--- config.mk ---
export PLATFORM = sky130hd
export DESIGN_NAME = aes_round_seq
export DESIGN_NICKNAME = d
export VERILOG_FILES = /design/src/rtl/aes_round_seq.sv
export SDC_FILE = /design/constraint.sdc
export NUM_CORES = 1
export LEC_CHECK = 0
export BUFFER_PORTS_ARGS = -buffer_cell sky130_fd_sc_hd__buf_2
export CAP_MARGIN = 20
export CORE_AREA = 4 4 41 43
export CTS_CLUSTER_SIZE = 12
export DETAILED_ROUTE_END_ITERATION = 8
export DIE_AREA = 0 0 45 47
export GPL_TIMING_DRIVEN = 0
export PLACE_DENSITY = 0.74
export REMOVE_ABC_BUFFERS = 1
export SLEW_MARGIN = 20
export SYNTH_ARGS = -nofsm -noshare
export SYNTH_HDL_FRONTEND = slang
export SYNTH_SLANG_ARGS = --single-unit
--- constraint.sdc ---
create_clock -name clk -period 4.7 [get_ports clk]
set_input_delay 1.41 -clock clk [delete_from_list [all_inputs] [get_ports clk]]
set_output_delay 1.41 -clock clk [all_outputs]
set_load 0.1 [all_outputs]
--- src/rtl/aes_round_seq.sv ---
// aes_round_seq: control sequencer for an iterative AES-128/192/256 round datapath.
// Walks RES, ADD, {SUB, SHI, MIX, ADD} rounds and a final FIN hold with an out_valid handshake.
module aes_round_seq #(
    parameter int NR = 10
) (
    input  logic       clk,
    input  logic       res,
    input  logic       in_valid,
    output logic       in_ready,
    input  logic       out_ready,
    output logic       out_valid,
    output logic [2:0] stage,
    output logic [3:0] round,
    output logic       st_we,
    output logic       key_we,
    output logic       load,
    output logic       busy
);
    localparam logic [3:0] LAST = 4'(NR);

    // State codes equal the stage codes; IDLE takes the unused 011 slot.
    typedef enum logic [2:0] {
        S_RES  = 3'b000,
        S_ADD  = 3'b001,
        S_SUB  = 3'b010,
        S_IDLE = 3'b011,
        S_SHI  = 3'b100,
        S_MIX  = 3'b101,
        S_FIN  = 3'b111
    } state_t;

    state_t     state, nxt;
    logic [3:0] nround;
    logic       last;

    assign last     = round == LAST;
    assign in_ready = state == S_IDLE;

    always_comb begin
        nxt    = S_IDLE;
        nround = round;
        case (state)
            S_IDLE: begin
                nxt    = in_valid ? S_RES : S_IDLE;
                nround = in_valid ? 4'd0 : round;
            end
            S_RES: begin
                nxt    = S_ADD;
                nround = 4'd0;
            end
            S_ADD: begin
                nxt    = last ? S_FIN : S_SUB;
                nround = last ? round : round + 4'd1;
            end
            S_SUB:   nxt = S_SHI;
            S_SHI:   nxt = last ? S_ADD : S_MIX;
            S_MIX:   nxt = S_ADD;
            S_FIN:   nxt = out_ready ? S_IDLE : S_FIN;
            default: nxt = S_IDLE;
        endcase
    end

    // Outputs are registered from the next state so they line up with the state they describe.
    always_ff @(posedge clk) begin
        if (!res) begin
            state     <= S_IDLE;
            round     <= 4'd0;
            stage     <= 3'b000;
            st_we     <= 1'b0;
            key_we    <= 1'b0;
            load      <= 1'b0;
            out_valid <= 1'b0;
            busy      <= 1'b0;
        end else begin
            state     <= nxt;
            round     <= nround;
            stage     <= nxt == S_IDLE ? 3'b000 : nxt;
            st_we     <= nxt inside {S_RES, S_ADD, S_SUB, S_SHI, S_MIX};
            key_we    <= nxt == S_RES || nxt == S_SHI;
            load      <= nxt == S_RES;
            out_valid <= nxt == S_FIN;
            busy      <= nxt != S_IDLE;
        end
    end
endmodule
==> results of run 1 <==
==> per-layer routing <==
metal	vias up	part of all wire, %	track usage, %
li1	282	-	-
met1	253	44	17.01
met2	16	48	19.77
met3	2	6.5	3.448
met4	0	0.90	8.772
met5	-	0	0
==> where the power goes <==
group          switching [uW]  internal, uW  leakage, uW  total (uW)
clock network            40.7          31.5    0.0000177        72.2
registers                25.0           151     0.000124         176
logic                     202          46.6     0.000223         248
total                     268           229     0.000364         496
==> kinds of logic (layout without fill, tap and decap cells) <==
family	count (synthesis)	after routing	share of synthesized area, %
AO/OA/AOI/OAI	17	17	18.18
XOR/XNOR	1	1	1.354
adder cells (fa/ha/maj)	2	2	3.868
buffers and inverters	9	26	6.575
flip-flops	15	15	46.42
AND/OR/NAND/NOR	27	27	23.60
==> cell usage after synthesis <==
cell and count:
sky130_fd_sc_hd__nand4b_1 1, sky130_fd_sc_hd__nand2b_1 2, sky130_fd_sc_hd__inv_1 6, sky130_fd_sc_hd__nor2_1 7, sky130_fd_sc_hd__o221ai_1 1, sky130_fd_sc_hd__or2_0 1, sky130_fd_sc_hd__a211o_1 1, sky130_fd_sc_hd__nand3b_1 2
sky130_fd_sc_hd__a211oi_1 1, sky130_fd_sc_hd__dfxtp_1 15, sky130_fd_sc_hd__o21ai_0 3, sky130_fd_sc_hd__and2b_1 1, sky130_fd_sc_hd__nand2_1 4, sky130_fd_sc_hd__a31oi_1 1, sky130_fd_sc_hd__buf_2 1, sky130_fd_sc_hd__nor2b_1 1
sky130_fd_sc_hd__xnor2_1 1, sky130_fd_sc_hd__o31ai_2 1, sky130_fd_sc_hd__o311a_1 1, sky130_fd_sc_hd__a21oi_1 5, sky130_fd_sc_hd__nor3_1 1, sky130_fd_sc_hd__and4b_4 1, sky130_fd_sc_hd__or3_1 2, sky130_fd_sc_hd__clkbuf_1 1
sky130_fd_sc_hd__o31a_1 1, sky130_fd_sc_hd__a21boi_0 1, sky130_fd_sc_hd__buf_6 1, sky130_fd_sc_hd__ha_1 2, sky130_fd_sc_hd__and3b_1 1, sky130_fd_sc_hd__o211ai_1 1, sky130_fd_sc_hd__nand3_1 3
==> path summary, 6_finish.rpt <==
kind              endpoint  cells after the start
setup reg to reg  round[3]                      6
hold / removal    round[3]                      2
setup / recovery  in_ready                      3
hold reg to reg   round[3]                      2
==> final cells by class <==
type / instances / area (sq um) / share of cell area [%]
clock buffer: 3 / 22.52 / 2.990
clock inverter: 1 / 5.005 / 0.6645
inverter: 6 / 22.52 / 2.990
multi-input combinational: 47 / 304.0 / 40.37
sequential: 15 / 300.3 / 39.87
tap: 15 / 18.77 / 2.492
timing repair buffer: 16 / 80.08 / 10.63
==> critical path, cell delays in order, from the launching register on <==
cell and delay (ns):
sky130_fd_sc_hd__dfxtp_1 0.61, sky130_fd_sc_hd__nand2_1 0.13, sky130_fd_sc_hd__nor2_1 0.09, sky130_fd_sc_hd__buf_2 0.43
==> stage by stage <==
step                instances  hold WS [ns]  worst slack (ns)  area (sq um)  power, uW
finish                    103        0.5449             1.746         753.2      496.3
global route              103        0.6045             1.651         753.2      524.3
CTS                       103        0.5396             1.741         753.2      501.8
detailed placement         99        0.5348             2.069         725.7      428.3
global placement           99        0.5133             2.079         725.7      425.4
floorplan                  68        0.5156             1.426         626.9      389.9
==> state kept, by name, indices dropped and copies added (netlist names) <==
name and flops:
stage 3, load 1, st_we 1, key_we 1, busy 1, out_valid 1, state 3, round 4
==> load_flow_metrics.sql, run 1 <==
INSERT INTO impl_metrics (metric_group, metric, value, unit) VALUES
('worst_setup_path', 'worst-setup-path-type', 'flop to output pin', ''),
('timing', 'finalClockSkew', '0.002642', 'ns'),
('worst_setup_path', 'reg2reg_from', 'round[0]', ''),
('timing', 'rsz_0062_raised_after_global_routing', 'false', ''),
('final_layout', 'leading_cell_type_in_the_layout_fill_and_taps_excluded', 'sky130_fd_sc_hd__buf_2', ''),
('detailed_routing', 'route.detailed.vias_per_inst', '5.369', ''),
('timing', 'finalCritPeriodShare', '62.85', '%'),
('timing', 'maximum_clock_rate', '338.5', 'MHz'),
('floorplan', 'initial_core_util', '49.71', '%'),
('pwr', 'peakVddDrop', '0.2649', 'mV'),
('timing', 'setup_total_negative_slack', '0', 'ns'),
('logic_synthesis', 'synthCells', '71', ''),
('clock_tree', 'clock_insertion_delay_at_the_later_pin_of_the_skew_report', '0.28', 'ns'),
('logic_synthesis', 'yosysWarnings', '0', ''),
('global_route', 'track_usage', '13.32', '%'),
('clock_tree', 'max-clock-path-buffers', '2', ''),
('timing', 'count_of_final_setup_violators', '0', ''),
('final_layout', 'num_antenna_cells', '0', ''),
('detailed_routing', 'drtPass1Iterations', '4', ''),
('global_route', 'overflow', '0', ''),
('timing', 'min_period', '2.954', 'ns'),
('clock_tree', 'h_tree_levels', '1', ''),
('pwr', 'power.static_leakage', '0.0003642', 'uW'),
('placement', 'post-dp-hpwl', '903.6', 'microns'),
('floorplan', 'core-area', '0.001301', 'sq mm'),
('detailed_routing', 'drt-initial-drc-count', '10', ''),
('run', 'max-cap-violations', '0', ''),
('logic_synthesis', 'synthTopCellsByArea', 'sky130_fd_sc_hd__dfxtp_1 46%, sky130_fd_sc_hd__nor2_1 4.1%, sky130_fd_sc_hd__a21oi_1 3.9%', ''),
('floorplan', 'dieArea', '0.002115', 'sq mm'),
('worst_setup_path', 'required', '3.29', 'ns'),
('run_status', 'outcome', 'finished, final reports clean', ''),
('placement', 'count_of_buffers_from_port_buffering', '16', ''),
('detailed_routing', 'final_ant_viol_nets', '0', ''),
('floorplan', 'rows', '13', ''),
('detailed_routing', 'detailroute.via_count', '553', ''),
('clock_tree', 'cts_repair_resize_count', '0', ''),
('timing', 'worst_slew_pin_slew', '0.4858', 'ns'),
('floorplan', 'die_h', '47', 'microns'),
('worst_setup_path', 'arrival', '1.54', 'ns'),
('final_layout', 'final_nets', '95', ''),
('logic_synthesis', 'synth_top_cell_area_share', '46.42', '%'),
('floorplan', 'floorplan.die.width', '45', 'microns'),
('clock_tree', 'cts_tree', 'built', ''),
('clock_tree', 'cts.clk_slew.worst_paths', '0.09', 'ns'),
('worst_setup_path', 'cp-startpoint', 'state[1]', ''),
('detailed_routing', 'post-route-drc-count', '0', ''),
('detailed_routing', 'routed_wirelength', '1229', 'microns'),
('global_route', 'antenna_violations_before_repair', '0', ''),
('logic_synthesis', 'synth.yosys.seq_area_share', '46.42', '%'),
('clock_tree', 'clock_sink_count', '15', ''),
('final_layout', 'final_cell_mix', '16 x sky130_fd_sc_hd__buf_2, 15 x sky130_fd_sc_hd__dfxtp_1, 7 x sky130_fd_sc_hd__nor2_1', ''),
('final_layout', 'layout-drive-gt1-share', '25.00', '%'),
('logic_synthesis', 'post-synth-top-area-cell', 'sky130_fd_sc_hd__dfxtp_1', ''),
('clock_tree', 'cts_setup_buffers', '0', ''),
('placement', 'routabilityCongestion', '0.6986', ''),
('hold_path', 'min_from', 'round[3]', ''),
('global_route', 'grt_start_max_net_pins', '15', ''),
('clock_tree', 'cts_buffers', '3', ''),
('logic_synthesis', 'synth_cell_type_count', '31', ''),
('final_layout', 'syn2layout_area_growth', '16.44', '%'),
('logic_synthesis', 'synth.ff_latch_count', '15', ''),
('final_layout', 'final_util', '57.88', '%'),
('floorplan', 'ioPinCount', '17', ''),
('final_layout', 'n_fill_cell', '138', ''),
('timing', 'hold_viol', '0', ''),
('timing', 'final-max-slew-violation-count', '0', ''),
('timing', 'maxSlewHeadroom', '67.84', '%'),
('worst_setup_path', 'rrSetupSlack', '2.98', 'ns'),
('worst_setup_path', 'cp-start-kind', 'flop', ''),
('clock_tree', 'cts.root.buffer_cell', 'sky130_fd_sc_hd__clkbuf_4', ''),
('detailed_routing', 'route.detailed.wl_per_inst', '11.93', 'microns'),
('logic_synthesis', 'synth.avg_cell_area', '9.111', 'sq um'),
('global_route', 'grt_pass1_vias', '489', ''),
('pwr', 'p_per_area', '658.9', 'mW/mm^2'),
('worst_setup_path', 'worstSetupEndpointType', 'output pin', ''),
('clock_tree', 'post_cts_hold_buffer_count', '0', ''),
('hold_path', 'hold_removal_path_class', 'flop to flop', ''),
('worst_setup_path', 'critical_path_peak_fanout', '14', ''),
('global_route', 'grt_pass1_wl', '2021', 'microns'),
('logic_synthesis', 'post_synth_instance_area', '646.9', 'sq um');
Power figures use the tool's default switching activity.
==> run 2: changes to the inputs <==
CORE_AREA = unset   (was 4 4 41 43)
CORE_MARGIN = 4   (was unset)
CORE_UTILIZATION = 48   (was unset)
DIE_AREA = unset   (was 0 0 45 47)
clock period = 3.1 ns   (was 4.7 ns; I/O delays follow)
==> load_flow_metrics.sql, run 2 (same netlist as run 1, synthesis figures left out) <==
INSERT INTO impl_metrics (metric_group, metric, value, unit) VALUES
('run_status', 'outcome', 'finished, final reports clean', ''),
('clock_tree', 'clock_insertion_delay_at_the_later_pin_of_the_skew_report', '0.28', 'ns'),
('global_route', 'grt_pass1_wl', '2035', 'microns'),
('final_layout', 'final_nets', '95', ''),
('floorplan', 'initial_core_util', '54.54', '%'),
('detailed_routing', 'route.detailed.vias_per_inst', '5.431', ''),
('final_layout', 'final_util', '63.29', '%'),
('pwr', 'power.static_leakage', '0.0003615', 'uW'),
('detailed_routing', 'post-route-drc-count', '0', ''),
('clock_tree', 'cts_repair_resize_count', '0', ''),
('detailed_routing', 'drt-initial-drc-count', '4', ''),
('pwr', 'p_per_area', '1001', 'mW/mm^2'),
('worst_setup_path', 'reg2reg_from', 'round[0]', ''),
('global_route', 'gr-usage-met2', '20.92', '%'),
('global_route', 'grt-busiest-layer', 'met2', ''),
('detailed_routing', 'route.detailed.wl_per_inst', '11.74', 'microns'),
('worst_setup_path', 'cp-startpoint', 'state[1]', ''),
('worst_setup_path', 'path_cells', 'nand2_1 -> nor2_1 -> buf_2', ''),
('clock_tree', 'cts.root.buffer_cell', 'sky130_fd_sc_hd__clkbuf_4', ''),
('hold_path', 'hold_removal_path_class', 'flop to flop', ''),
('worst_setup_path', 'critical_path_buf_inv_count', '1', ''),
('floorplan', 'ioPinCount', '17', ''),
('clock_tree', 'cts.clk_slew.worst_paths', '0.08', 'ns'),
('final_layout', 'largest_registers', 'round x4, stage x3, state x3', ''),
('worst_setup_path', 'slowest_delay', '0.58', 'ns'),
('placement', 'post-dp-hpwl', '919.8', 'microns'),
('floorplan', 'die_h', '44.71', 'microns'),
('worst_setup_path', 'required', '2.17', 'ns'),
('floorplan', 'rows', '12', ''),
('final_layout', 'layout-drive-gt1-share', '23.86', '%'),
('detailed_routing', 'detailroute.via_count', '554', ''),
('timing', 'worst_slew_pin_slew', '0.4878', 'ns'),
('placement', 'count_of_buffers_from_port_buffering', '16', ''),
('final_layout', 'syn2layout_area_growth', '16.05', '%'),
('timing', 'finalCritPeriodShare', '78.97', '%'),
('global_route', 'overflow', '0', ''),
('timing', 'min_period', '2.448', 'ns'),
('timing', 'setup_total_negative_slack', '0', 'ns'),
('final_layout', 'top_reg_by_flops', 'round', ''),
('clock_tree', 'cts_tree', 'built', ''),
('clock_tree', 'cts_setup_buffers', '0', ''),
('floorplan', 'floorplan.die.width', '44.71', 'microns'),
('final_layout', 'n_fill_cell', '112', ''),
('clock_tree', 'cts_buffers', '3', ''),
('timing', 'finalClockSkew', '0.002348', 'ns'),
('hold_path', 'min_from', 'round[3]', ''),
('timing', 'rsz_0062_raised_after_global_routing', 'false', ''),
('final_layout', 'num_antenna_cells', '0', ''),
('worst_setup_path', 'worstSetupEndpointType', 'output pin', ''),
('timing', 'final-max-slew-violation-count', '0', ''),
('clock_tree', 'max-clock-path-buffers', '2', ''),
('timing', 'count_of_final_setup_violators', '0', ''),
('global_route', 'track_usage', '13.88', '%'),
('detailed_routing', 'final_ant_viol_nets', '0', ''),
('clock_tree', 'post_cts_hold_buffer_count', '0', ''),
('final_layout', 'final_cell_mix', '16 x sky130_fd_sc_hd__buf_2, 15 x sky130_fd_sc_hd__dfxtp_1, 7 x sky130_fd_sc_hd__nor2_1', ''),
('final_layout', 'leading_cell_type_in_the_layout_fill_and_taps_excluded', 'sky130_fd_sc_hd__buf_2', ''),
('final_layout', 'flip_flop_count_of_the_largest_register_all_copies_and_words_added', '4', ''),
('global_route', 'grt_start_max_net_pins', '15', ''),
('worst_setup_path', 'critical_path_peak_fanout', '14', ''),
('worst_setup_path', 'worst-setup-path-type', 'flop to output pin', ''),
('global_route', 'antenna_violations_before_repair', '0', ''),
('timing', 'post-route-worst-setup-slack', '0.6519', 'ns'),
('clock_tree', 'h_tree_levels', '1', ''),
('clock_tree', 'clock_sink_count', '15', ''),
('detailed_routing', 'routed_wirelength', '1197', 'microns'),
('worst_setup_path', 'crit_path_top_delay_cell', 'sky130_fd_sc_hd__dfxtp_1', ''),
('floorplan', 'dieArea', '0.001999', 'sq mm'),
('floorplan', 'core-area', '0.001186', 'sq mm'),
('timing', 'maximum_clock_rate', '408.5', 'MHz'),
('run', 'max-cap-violations', '0', ''),
('worst_setup_path', 'critical_path.top_delay_family', 'flip-flops', ''),
('worst_setup_path', 'cp-start-kind', 'flop', ''),
('worst_setup_path', 'arrival', '1.52', 'ns'),
('timing', 'hold_viol', '0', ''),
('timing', 'maxSlewHeadroom', '67.70', '%'),
('timing', 'fin_worst_hold_slack', '0.5446', 'ns'),
('global_route', 'grt_pass1_vias', '491', ''),
('placement', 'dp_slack', '0.9557', 'ns'),
('placement', 'routabilityCongestion', '0.6984', ''),
('pwr', 'peakVddDrop', '0.5321', 'mV'),
('worst_setup_path', 'rrSetupSlack', '1.38', 'ns'),
('global_route', 'use_met1', '17.11', '%'),
('detailed_routing', 'drtPass1Iterations', '4', ''),
('global_route', 'gr-usage-met3', '6.375', '%');
[run 2: cell count changes in the layout (fill, tap and decap cells not counted)]
cell                       before  now
sky130_fd_sc_hd__clkinv_2       1    0
sky130_fd_sc_hd__clkbuf_1       0    1
[run 2: power breakdown]
part	internal (uW)	switching, uW
Clock	49.9	58.0
Sequential	228	35.4
Combinational	70.7	309
[run 2: tightest hold or removal path, stage by stage, from the launching register on]
cell and delay [ns]:
sky130_fd_sc_hd__dfxtp_1 0.35, sky130_fd_sc_hd__o21ai_0 0.09, sky130_fd_sc_hd__a21oi_1 0.06
[run 2: path summary, 6_finish.rpt]
path                            endpoint  depth (start not counted)
worst max-delay path            in_ready                          3
worst min-delay path            round[3]                          2
worst max register to register  round[3]                          6
worst min register to register  round[3]                          2
[run 2: metrics by stage]
| step | instance area [sq um] | power, uW | std cells |
|---|---|---|---|
| finish | 750.7 | 751.2 | 102 |
| global route | 750.7 | 791.1 | 102 |
| CTS | 750.7 | 756.6 | 102 |
| detailed placement | 724.4 | 649.6 | 98 |
| global placement | 724.4 | 644.8 | 98 |
| floorplan | 626.9 | 591.1 | 68 |
[run 2: layer usage]
metal	vias to the layer above	wire (microns)
li1	283	-
met3	2	97
met4	0	15
met1	255	521
met2	14	562
met5	-	0
[run 2: layout make-up]
| cell class | count | area (sq um) | area share (%) |
|---|---|---|---|
| multi-input combinational | 47 | 304.0 | 40.50 |
| sequential | 15 | 300.3 | 40.00 |
| timing repair buffer | 16 | 80.08 | 10.67 |
| clock buffer | 4 | 26.28 | 3.500 |
| inverter | 6 | 22.52 | 3.000 |
| tap | 14 | 17.52 | 2.333 |
==> run 3: changes to the inputs <==
ABC_AREA = 1   (was unset)
CORE_UTILIZATION = 44   (was 48)
PLACE_DENSITY = 0.71   (was 0.74)
clock period = 2.1 ns   (was 3.1 ns; I/O delays follow)
==> load_flow_metrics.sql, run 3 <==
INSERT INTO impl_metrics (metric_group, metric, value, unit) VALUES
('run_status', 'outcome', 'finished, final reports clean', ''),
('logic_synthesis', 'synth.avg_cell_area', '7.423', 'sq um'),
('placement', 'dp_slack', '0.4508', 'ns'),
('worst_setup_path', 'critical_path_buf_inv_count', '2', ''),
('placement', 'post-dp-hpwl', '947.9', 'microns'),
('logic_synthesis', 'synth-xor-area-share', '2.652', '%'),
('detailed_routing', 'routed_wirelength', '1204', 'microns'),
('final_layout', 'layout-drive-gt1-share', '33.03', '%'),
('logic_synthesis', 'post-synth-top-area-cell', 'sky130_fd_sc_hd__dfxtp_1', ''),
('final_layout', 'leading_cell_type_in_the_layout_fill_and_taps_excluded', 'sky130_fd_sc_hd__nand2_1', ''),
('worst_setup_path', 'worst-setup-path-type', 'flop to output pin', ''),
('floorplan', 'floorplan.die.width', '46.75', 'microns'),
('worst_setup_path', 'worstSetupEndpointType', 'output pin', ''),
('final_layout', 'syn2layout_area_growth', '19.13', '%'),
('timing', 'min_period', '1.955', 'ns'),
('worst_setup_path', 'reg2reg_from', 'round[0]', ''),
('clock_tree', 'max-clock-path-buffers', '2', ''),
('logic_synthesis', 'synth.ff_latch_count', '15', ''),
('clock_tree', 'cts_setup_buffers', '0', ''),
('worst_setup_path', 'required', '1.47', 'ns'),
('floorplan', 'rows', '13', ''),
('hold_path', 'hold_removal_path_class', 'flop to flop', ''),
('detailed_routing', 'detailroute.via_count', '572', ''),
('timing', 'worst_slew_pin_slew', '0.4887', 'ns'),
('final_layout', 'final_cell_mix', '22 x sky130_fd_sc_hd__nand2_1, 16 x sky130_fd_sc_hd__buf_2, 15 x sky130_fd_sc_hd__dfxtp_1', ''),
('logic_synthesis', 'synth_common_cells', '22 x sky130_fd_sc_hd__nand2_1, 15 x sky130_fd_sc_hd__dfxtp_1, 13 x sky130_fd_sc_hd__nor2_1', ''),
('run', 'max-cap-violations', '0', ''),
('timing', 'hold_viol', '0', ''),
('placement', 'count_of_buffers_from_port_buffering', '16', ''),
('detailed_routing', 'drtPass1Iterations', '4', ''),
('worst_setup_path', 'arrival', '1.33', 'ns'),
('clock_tree', 'cts.root.buffer_cell', 'sky130_fd_sc_hd__clkbuf_4', ''),
('logic_synthesis', 'post_synth_mux_area_share', '0', '%'),
('logic_synthesis', 'yosys.area_share.simple', '31.25', '%'),
('logic_synthesis', 'synth_compound_area_share', '7.765', '%'),
('worst_setup_path', 'cp-start-kind', 'flop', ''),
('logic_synthesis', 'count_of_flip_flops_with_a_built_in_enable_after_synthesis', '0', ''),
('global_route', 'antenna_violations_before_repair', '0', ''),
('clock_tree', 'cts.clk_slew.worst_paths', '0.08', 'ns'),
('timing', 'rsz_0062_raised_after_global_routing', 'false', ''),
('hold_path', 'min_from', 'round[0]', ''),
('detailed_routing', 'drt-initial-drc-count', '7', ''),
('timing', 'finalCritPeriodShare', '93.11', '%'),
('detailed_routing', 'post-route-drc-count', '0', ''),
('detailed_routing', 'final_ant_viol_nets', '0', ''),
('final_layout', 'num_antenna_cells', '0', ''),
('timing', 'count_of_final_setup_violators', '0', ''),
('logic_synthesis', 'synthCells', '89', ''),
('floorplan', 'die_h', '46.75', 'microns'),
('clock_tree', 'cts_tree', 'built', ''),
('final_layout', 'largest_registers', 'round x4, stage x3, state x3', ''),
('clock_tree', 'clock_sink_count', '15', ''),
('global_route', 'track_usage', '14.07', '%'),
('timing', 'maximum_clock_rate', '511.4', 'MHz'),
('final_layout', 'flip_flop_count_of_the_largest_register_all_copies_and_words_added', '4', ''),
('final_layout', 'final_nets', '116', ''),
('global_route', 'grt_start_max_net_pins', '10', ''),
('clock_tree', 'post_cts_hold_buffer_count', '0', ''),
('logic_synthesis', 'post_synth_fa_ha_maj_area_fraction', '3.788', '%'),
('placement', 'routabilityCongestion', '0.7916', ''),
('timing', 'final-max-slew-violation-count', '0', ''),
('logic_synthesis', 'synth_cell_type_count', '16', ''),
('timing', 'post-route-worst-setup-slack', '0.1446', 'ns'),
('floorplan', 'initial_core_util', '48.93', '%'),
('logic_synthesis', 'yosysWarnings', '0', ''),
('floorplan', 'core-area', '0.001350', 'sq mm'),
('clock_tree', 'cts_buffers', '3', ''),
('logic_synthesis', 'synthTopCellsByArea', 'sky130_fd_sc_hd__dfxtp_1 45%, sky130_fd_sc_hd__nand2_1 13%, sky130_fd_sc_hd__nor2_1 7.4%', ''),
('worst_setup_path', 'critical_path.top_delay_family', 'buffers and inverters', ''),
('final_layout', 'top_reg_by_flops', 'round', ''),
('worst_setup_path', 'path_cells', 'inv_2 -> nor2_1 -> buf_2', ''),
('timing', 'finalClockSkew', '0.0005732', 'ns'),
('worst_setup_path', 'crit_path_top_delay_cell', 'sky130_fd_sc_hd__dfxtp_1', ''),
('logic_synthesis', 'synthArstFlopShare', '0', '%'),
('logic_synthesis', 'synth_top_cell_area_share', '45.45', '%'),
('global_route', 'overflow', '0', ''),
('logic_synthesis', 'dominant_combinational_cell_family_by_area_after_synthesis', 'simple AND/OR/NAND/NOR gates', ''),
('global_route', 'grt_pass1_wl', '2132', 'microns'),
('worst_setup_path', 'critical_path_peak_fanout', '6', ''),
('floorplan', 'ioPinCount', '17', ''),
('logic_synthesis', 'synth.yosys.seq_area_share', '45.45', '%'),
('clock_tree', 'h_tree_levels', '1', ''),
('global_route', 'grt_pass1_vias', '526', ''),
('clock_tree', 'cts_repair_resize_count', '0', ''),
('worst_setup_path', 'slowest_delay', '0.46', 'ns'),
('timing', 'maxSlewHeadroom', '67.65', '%'),
('detailed_routing', 'route.detailed.wl_per_inst', '9.710', 'microns'),
('logic_synthesis', 'synthMostInstantiatedCell', 'sky130_fd_sc_hd__nand2_1', ''),
('logic_synthesis', 'post_synth_instance_area', '660.6', 'sq um'),
('worst_setup_path', 'rrSetupSlack', '0.72', 'ns'),
('detailed_routing', 'route.detailed.vias_per_inst', '4.613', ''),
('floorplan', 'dieArea', '0.002186', 'sq mm'),
('clock_tree', 'clock_insertion_delay_at_the_later_pin_of_the_skew_report', '0.28', 'ns'),
('worst_setup_path', 'cp-startpoint', 'state[1]', ''),
('logic_synthesis', 'synthFlopType', 'sky130_fd_sc_hd__dfxtp_1', '');
## run 3: changes by cell type in the layout (fill, tap and decap cells not counted), sizes merged, moves of 2 or more
cell / before / now
a21oi: 5 / 7
nand3: 3 / 6
inv: 6 / 16
nand2b: 2 / 0
or3: 2 / 0
nand2: 4 / 25
nor2: 7 / 14
o21ai: 3 / 1
nand3b: 2 / 0
## run 3: kinds of logic (layout without fill, tap and decap cells)
family                   count (synthesis)  after routing
buffers and inverters                   16             36
XOR/XNOR                                 2              2
adder cells (fa/ha/maj)                  2              2
AND/OR/NAND/NOR                         46             46
AO/OA/AOI/OAI                            8              8
flip-flops                              15             15
## run 3: per-layer routing
layer | global-route usage (%) | vias to the layer above | share of wire, %
met4 | 4.972 | 0 | 0
met5 | 0 | - | 0
li1 | - | 309 | -
met1 | 16.67 | 252 | 43
met2 | 23.08 | 11 | 50
met3 | 5.747 | 0 | 6.6
## run 3: final timing paths
path / end / depth (start not counted)
min: round[0] / 2
max: in_ready / 3
min reg2reg: round[0] / 2
max reg2reg: stage[0] / 9
## run 3: final cells by class
cell class / instances / area, sq um
flip-flops and latches: 15 / 300.3
repair buffers: 16 / 80.08
multi-input cells: 58 / 300.3
fillers: 147 / 563.0
well taps: 15 / 18.77
inverters: 16 / 60.06
clock inverters: 1 / 5.005
clock buffers: 3 / 22.52
## run 3: through the flow
| stage | setup TNS (ns) | instance area [sq um] | util [%] | cells | hold slack (ns) |
|---|---|---|---|---|---|
| after floorplan | -0.2582 | 660.6 | - | 89 | 0.6069 |
| after global placement | 0 | 759.5 | 56.26 | 120 | 0.5027 |
| after detailed placement | 0 | 759.5 | 56.26 | 120 | 0.5094 |
| after CTS | 0 | 787.0 | 58.29 | 124 | 0.5235 |
| after global routing | 0 | 787.0 | 58.29 | 124 | 0.5574 |
| final | 0 | 787.0 | 58.29 | 124 | 0.5253 |
## run 3: tightest hold or removal path, delay by kind of cell, from the launching register on
| family | cells | cell delay (ns) |
|---|---|---|
| flip-flops | 1 | 0.36 |
| AO/OA/AOI/OAI | 1 | 0.06 |
| AND/OR/NAND/NOR | 1 | 0.08 |
Power of run 3 is not shown: default switching activity piles up to over one toggle a cycle in this logic, so the estimate is an artifact.
